## src/rtl/seq_alu.sv

```systemverilog
// Handshaked sequential ALU: single-cycle logic/arith ops, shift-add multiply over WIDTH cycles.
// Results are zero-extended to 2*WIDTH and held with their flags until consumed downstream.
module seq_alu #(
  parameter int WIDTH = 8
) (
  input  logic                 clk,
  input  logic                 rst,
  input  logic                 inValid,
  output logic                 inReady,
  input  logic [WIDTH-1:0]     operandA,
  input  logic [WIDTH-1:0]     operandB,
  input  logic [2:0]           operation,
  output logic                 outValid,
  input  logic                 outReady,
  output logic [2*WIDTH-1:0]   result,
  output logic                 zeroFlag,
  output logic                 carryFlag,
  output logic                 busy,
  output logic [1:0]           dbg_state
);

  localparam int SW = $clog2(WIDTH);
  localparam logic [2:0] OP_ADD = 3'b000;
  localparam logic [2:0] OP_SUB = 3'b001;
  localparam logic [2:0] OP_AND = 3'b010;
  localparam logic [2:0] OP_OR  = 3'b011;
  localparam logic [2:0] OP_MUL = 3'b100;
  localparam logic [2:0] OP_XOR = 3'b101;
  localparam logic [2:0] OP_SHL = 3'b110;
  localparam logic [2:0] OP_SHR = 3'b111;
  localparam logic [SW-1:0] LAST_ITER = SW'(WIDTH - 1);

  typedef enum logic [1:0] {
    S_IDLE = 2'd0,
    S_MUL  = 2'd1,
    S_DONE = 2'd2
  } state_t;

  state_t state_q, state_d;

  logic [WIDTH-1:0]   a_q, b_q;
  logic [2*WIDTH-1:0] prod_q, prod_next, a_ext;
  logic [SW-1:0]      cnt_q;
  logic               accept;

  logic [2*WIDTH-1:0] alu_res;
  logic               alu_carry;
  logic [WIDTH:0]     diff;
  logic [WIDTH-1:0]   shl_res, shr_res;
  logic [SW-1:0]      shamt;

  // Handshake: a transfer happens on a rising edge where valid && ready.
  // inReady is high only in IDLE and outValid only in DONE, so accept and
  // consume never share a cycle.
  assign accept    = inValid && inReady;
  assign dbg_state = state_q;

  always_ff @(posedge clk or posedge rst) begin
    if (rst) state_q <= S_IDLE;
    else     state_q <= state_d;
  end

  always_comb begin
    state_d  = state_q;
    inReady  = 1'b0;
    outValid = 1'b0;
    busy     = 1'b0;
    case (state_q)
      S_IDLE: begin
        inReady = 1'b1;
        if (inValid) state_d = (operation == OP_MUL) ? S_MUL : S_DONE;
      end
      S_MUL: begin
        busy = 1'b1;
        if (cnt_q == LAST_ITER) state_d = S_DONE;
      end
      S_DONE: begin
        outValid = 1'b1;
        if (outReady) state_d = S_IDLE;
      end
      default: state_d = S_IDLE;
    endcase
  end

  // Single-cycle operations, evaluated on the live operands during accept.
  always_comb begin
    shamt     = operandB[SW-1:0];
    diff      = {1'b0, operandA} - {1'b0, operandB};
    shl_res   = operandA << shamt;
    shr_res   = operandA >> shamt;
    alu_res   = '0;
    alu_carry = 1'b0;
    case (operation)
      OP_ADD: begin
        alu_res   = (2*WIDTH)'(operandA) + (2*WIDTH)'(operandB);
        alu_carry = alu_res[WIDTH];
      end
      OP_SUB: begin
        alu_res   = (2*WIDTH)'(diff[WIDTH-1:0]);
        alu_carry = diff[WIDTH];
      end
      OP_AND:  alu_res = (2*WIDTH)'(operandA & operandB);
      OP_OR:   alu_res = (2*WIDTH)'(operandA | operandB);
      OP_XOR:  alu_res = (2*WIDTH)'(operandA ^ operandB);
      OP_SHL:  alu_res = (2*WIDTH)'(shl_res);
      OP_SHR:  alu_res = (2*WIDTH)'(shr_res);
      default: alu_res = '0;
    endcase
  end

  assign a_ext     = (2*WIDTH)'(a_q);
  assign prod_next = prod_q + (b_q[cnt_q] ? (a_ext << cnt_q) : '0);

  always_ff @(posedge clk or posedge rst) begin
    if (rst) begin
      a_q       <= '0;
      b_q       <= '0;
      prod_q    <= '0;
      cnt_q     <= '0;
      result    <= '0;
      zeroFlag  <= 1'b1;
      carryFlag <= 1'b0;
    end else begin
      case (state_q)
        S_IDLE: begin
          if (accept) begin
            a_q    <= operandA;
            b_q    <= operandB;
            prod_q <= '0;
            cnt_q  <= '0;
            if (operation != OP_MUL) begin
              result    <= alu_res;
              zeroFlag  <= (alu_res == '0);
              carryFlag <= alu_carry;
            end
          end
        end
        S_MUL: begin
          // The final iteration writes straight into result; no early exit on B==0.
          if (cnt_q == LAST_ITER) begin
            result    <= prod_next;
            zeroFlag  <= (prod_next == '0);
            carryFlag <= 1'b0;
          end else begin
            prod_q <= prod_next;
            cnt_q  <= cnt_q + 1'b1;
          end
        end
        default: ;
      endcase
    end
  end

endmodule
```

## config.mk

```make
export PLATFORM = sky130hd
export DESIGN_NAME = seq_alu
export DESIGN_NICKNAME = d
export VERILOG_FILES = /design/src/rtl/seq_alu.sv
export SDC_FILE = /design/constraint.sdc
export NUM_CORES = 1
export LEC_CHECK = 0
export ABC_CLOCK_PERIOD_IN_PS = 4530
export BUFFER_PORTS_ARGS = -buffer_cell sky130_fd_sc_hd__buf_2
export CORE_MARGIN = 2
export CORE_UTILIZATION = 35
export DETAILED_ROUTE_END_ITERATION = 7
export PLACE_DENSITY_LB_ADDON = 0.1
export SLEW_MARGIN = 30
export SYNTH_ARGS = -nofsm -noshare
export SYNTH_HDL_FRONTEND = slang
export SYNTH_SLANG_ARGS = --single-unit
```

## constraint.sdc

```tcl
create_clock -name clk -period 4.53 [get_ports clk]
set_clock_uncertainty 0.2 [all_clocks]
set_input_delay 0 -clock clk [delete_from_list [all_inputs] [get_ports clk]]
set_output_delay 0 -clock clk [all_outputs]
set_load 0.05 [all_outputs]
```

==> results.cfg <==
[route]
antenna_left = 0
first_pass_iters = 5
vias = 4403
drt_first_iter_violations = 370
viasPerCell = 5.531
wire_per_inst_um = 18.32
routed_wl_um = 14590
drcViolationCount = 0

[clocking]
clkTransAtPathRegs_ns = 0.08
cts.sinks = 55
cts_made_buffers = 5
cts_resized = 0
clk_latency_ns = 0.30
cts_tree = done
clk_path_buf_depth = 2
post_cts_buffers = 0
htreeDepth = 2
cts_hold_buffers = 17
cts-root-buf = clkbuf_16

[place]
placed_area_um2 = 5395
dp.cells = 771
port_buffers = 45
place.gp.congestion = 0.8801
dp_hpwl_um = 11390

[finish]
final_cell_mix = nand2_1 (64), dfrtp_1 (54), nor2_1 (53)
n_fill_cell = 1427
syn2layout_area_growth_pct = 13.35
final_area_um2 = 5737
drive_gt1_frac = 0.1737
fin_nets = 683
n_antenna_cell = 0
layout_commonest_cell = nand2_1
fin_cells = 796

[power_and_ir_drop]
p_comb_frac = 0.506
p_int_w = 0.001304
switching_share = 0.4401
power.leakage_nw = 2.655
p_seq_frac = 0.299
max-vdd-ir-drop_mv = 0.1872
pwr-share-clk = 0.195
powerDensity_nw_per_um2 = 405.9
p_switching_w = 0.001025

[sta]
fmax_ghz = 0.2556
slew_viol_final = 0
setup_violations = 0
final_hold_viol_count = 0
slew_headroom = 0.4579
setup_tns_ns = 0
worstMarginPinSlew_ns = 0.8101
rsz0062_at_grt = false
post-route-period-util = 0.8635
period_needed_ns = 3.912

[run]
cap_violations = 0

[setup_path]
crit_type = reg2reg
r2r_slack_ns = 0.62
cp.required_ns = 4.58
crit_path_max_fanout = 7
crit_path_end_kind = flip-flop
startpoint_type = flip-flop
critPathArrivalTime_ns = 3.96

[grt]
grt_pass1_vias = 4334
grt_pass1_wl_um = 24050
overflow = 0
grt_antenna_before_repair = 0
grtUsageTotal = 0.1929
grt_max_degree = 56

[synthesis]
synth_enable_flop_cells = 0
async_reset_ff_frac = 1.000
syn_area_um2 = 5061
synth.yosys.seq_area_share = 0.2722
synth_warnings = 0
syn_inst = 570
synth_cell_types = 75
post_synth.cell_area_avg_um2 = 8.879
ys_ff_latch = 55
syn-num-nets = 638
synthFlopType = dfrtp_1

[floorplanning]
pin_count = 46
die_h_um = 124.3
rows = 43
start_util = 0.3618
core_um2 = 13990
die_width_um = 124.3
dieArea_um2 = 15440

[worst_hold_path]
hold_class = in2reg

[status]
status = finished clean
registers in the layout, summed over array words and instances, names as in the netlist:
name / cells
a_q: 8
cnt_q: 3
prod_q: 16
b_q: 8
dbg_state: 2
zeroFlag: 1
result: 16
carryFlag: 1
path summary, 6_finish.rpt:
path | cells after the start | endpoint | start
max | 13 | zeroFlag | cnt_q[0]
min | 4 | dbg_state[0] | operation[2]
max reg2reg | 13 | zeroFlag | cnt_q[0]
min reg2reg | 2 | result[10] | result[10]
max in group asynchronous | 4 | prod_q[0] | rst
min in group asynchronous | 4 | a_q[1] | rst
cell usage after synthesis (6+ instances only):
library cell | number | area share
a31oi_1 | 6 | 0.0074
nand2_1 | 64 | 0.047
nor2_1 | 53 | 0.039
a21o_1 | 8 | 0.012
a221o_1 | 7 | 0.014
nand2b_1 | 11 | 0.014
a211oi_1 | 11 | 0.016
nand3_1 | 9 | 0.0089
dfrtp_1 | 54 | 0.27
nor3_1 | 10 | 0.0099
nor2b_1 | 7 | 0.0087
o31ai_1 | 9 | 0.013
a22o_1 | 7 | 0.012
ha_1 | 42 | 0.10
mux2i_1 | 16 | 0.032
a21oi_1 | 28 | 0.028
and2_1 | 7 | 0.0087
mux2_2 | 23 | 0.051
xnor2_1 | 12 | 0.021
nand3b_1 | 6 | 0.0089
clkbuf_1 | 19 | 0.014
o21ai_0 | 25 | 0.025
inv_1 | 32 | 0.024
mux4_2 | 11 | 0.049
area by class of cell:
cell class / count / area (um2) / share of cell area
clock buffers: 5 / 125.1 / 0.02181
inverters: 34 / 128.9 / 0.02246
flip-flops and latches: 55 / 1378 / 0.2401
repair buffers: 70 / 455.4 / 0.07939
well taps: 180 / 225.2 / 0.03926
clock inverters: 3 / 46.29 / 0.008070
multi-input cells: 449 / 3378 / 0.5889
through the flow:
| stage | hold slack (ns) | worst slack (ns) | utilization | total power, W |
|---|---|---|---|---|
| 5_1_grt | 0.05773 | 0.2542 | 0.4101 | 0.002499 |
| 6_report | 0.02611 | 0.6181 | 0.4101 | 0.002328 |
| 2_1_floorplan | -0.09210 | 0.6476 | - | 0.001573 |
| 4_1_cts | 0.01996 | 0.6221 | 0.4101 | 0.002347 |
| 3_3_place_gp | 0.0003840 | 0.6720 | 0.3857 | 0.001867 |
| 3_5_place_dp | -0.005286 | 0.6549 | 0.3857 | 0.001875 |
cell families after synthesis:
logic type	synth area share
adders and majority gates	0.1157
DFF	0.2722
muxes	0.1370
and+or+nand+nor	0.1881
AOI/OAI and AO/OA	0.1973
xor gates and xnor gates	0.02942
buffers and inverters	0.06032
metal layers:
layer	vias to the layer above	wire, um	GRT usage
met2	125	6173	0.2915
li1	2163	-	-
met5	-	0	0
met3	22	721	0.03093
met4	0	246	0.04296
met1	2093	7444	0.2896
power by group through the flow:
stage | sequential [W] | clock [W] | combinational [W]
2_1_floorplan | 0.000824 | 0 | 0.000749
3_3_place_gp | 0.000704 | 0 | 0.00116
3_5_place_dp | 0.000706 | 0 | 0.00117
4_1_cts | 0.000698 | 0.000468 | 0.00118
5_1_grt | 0.000715 | 0.000494 | 0.00129
6_report | 0.000696 | 0.000454 | 0.00118
critical path, cell delays in order, from the launching register on:
cell       delay, ns
dfrtp_1         0.41
mux4_2          0.53
nand2_1         0.16
and2_1          0.26
nor2_1          0.08
ha_1            0.33
o211a_1         0.27
or3_1           0.37
a41oi_2         0.28
nand2b_1        0.17
o21ai_1         0.09
xor2_1          0.17
a2111oi_2       0.34
a31o_1          0.18
(Power assumes the default switching activity.)
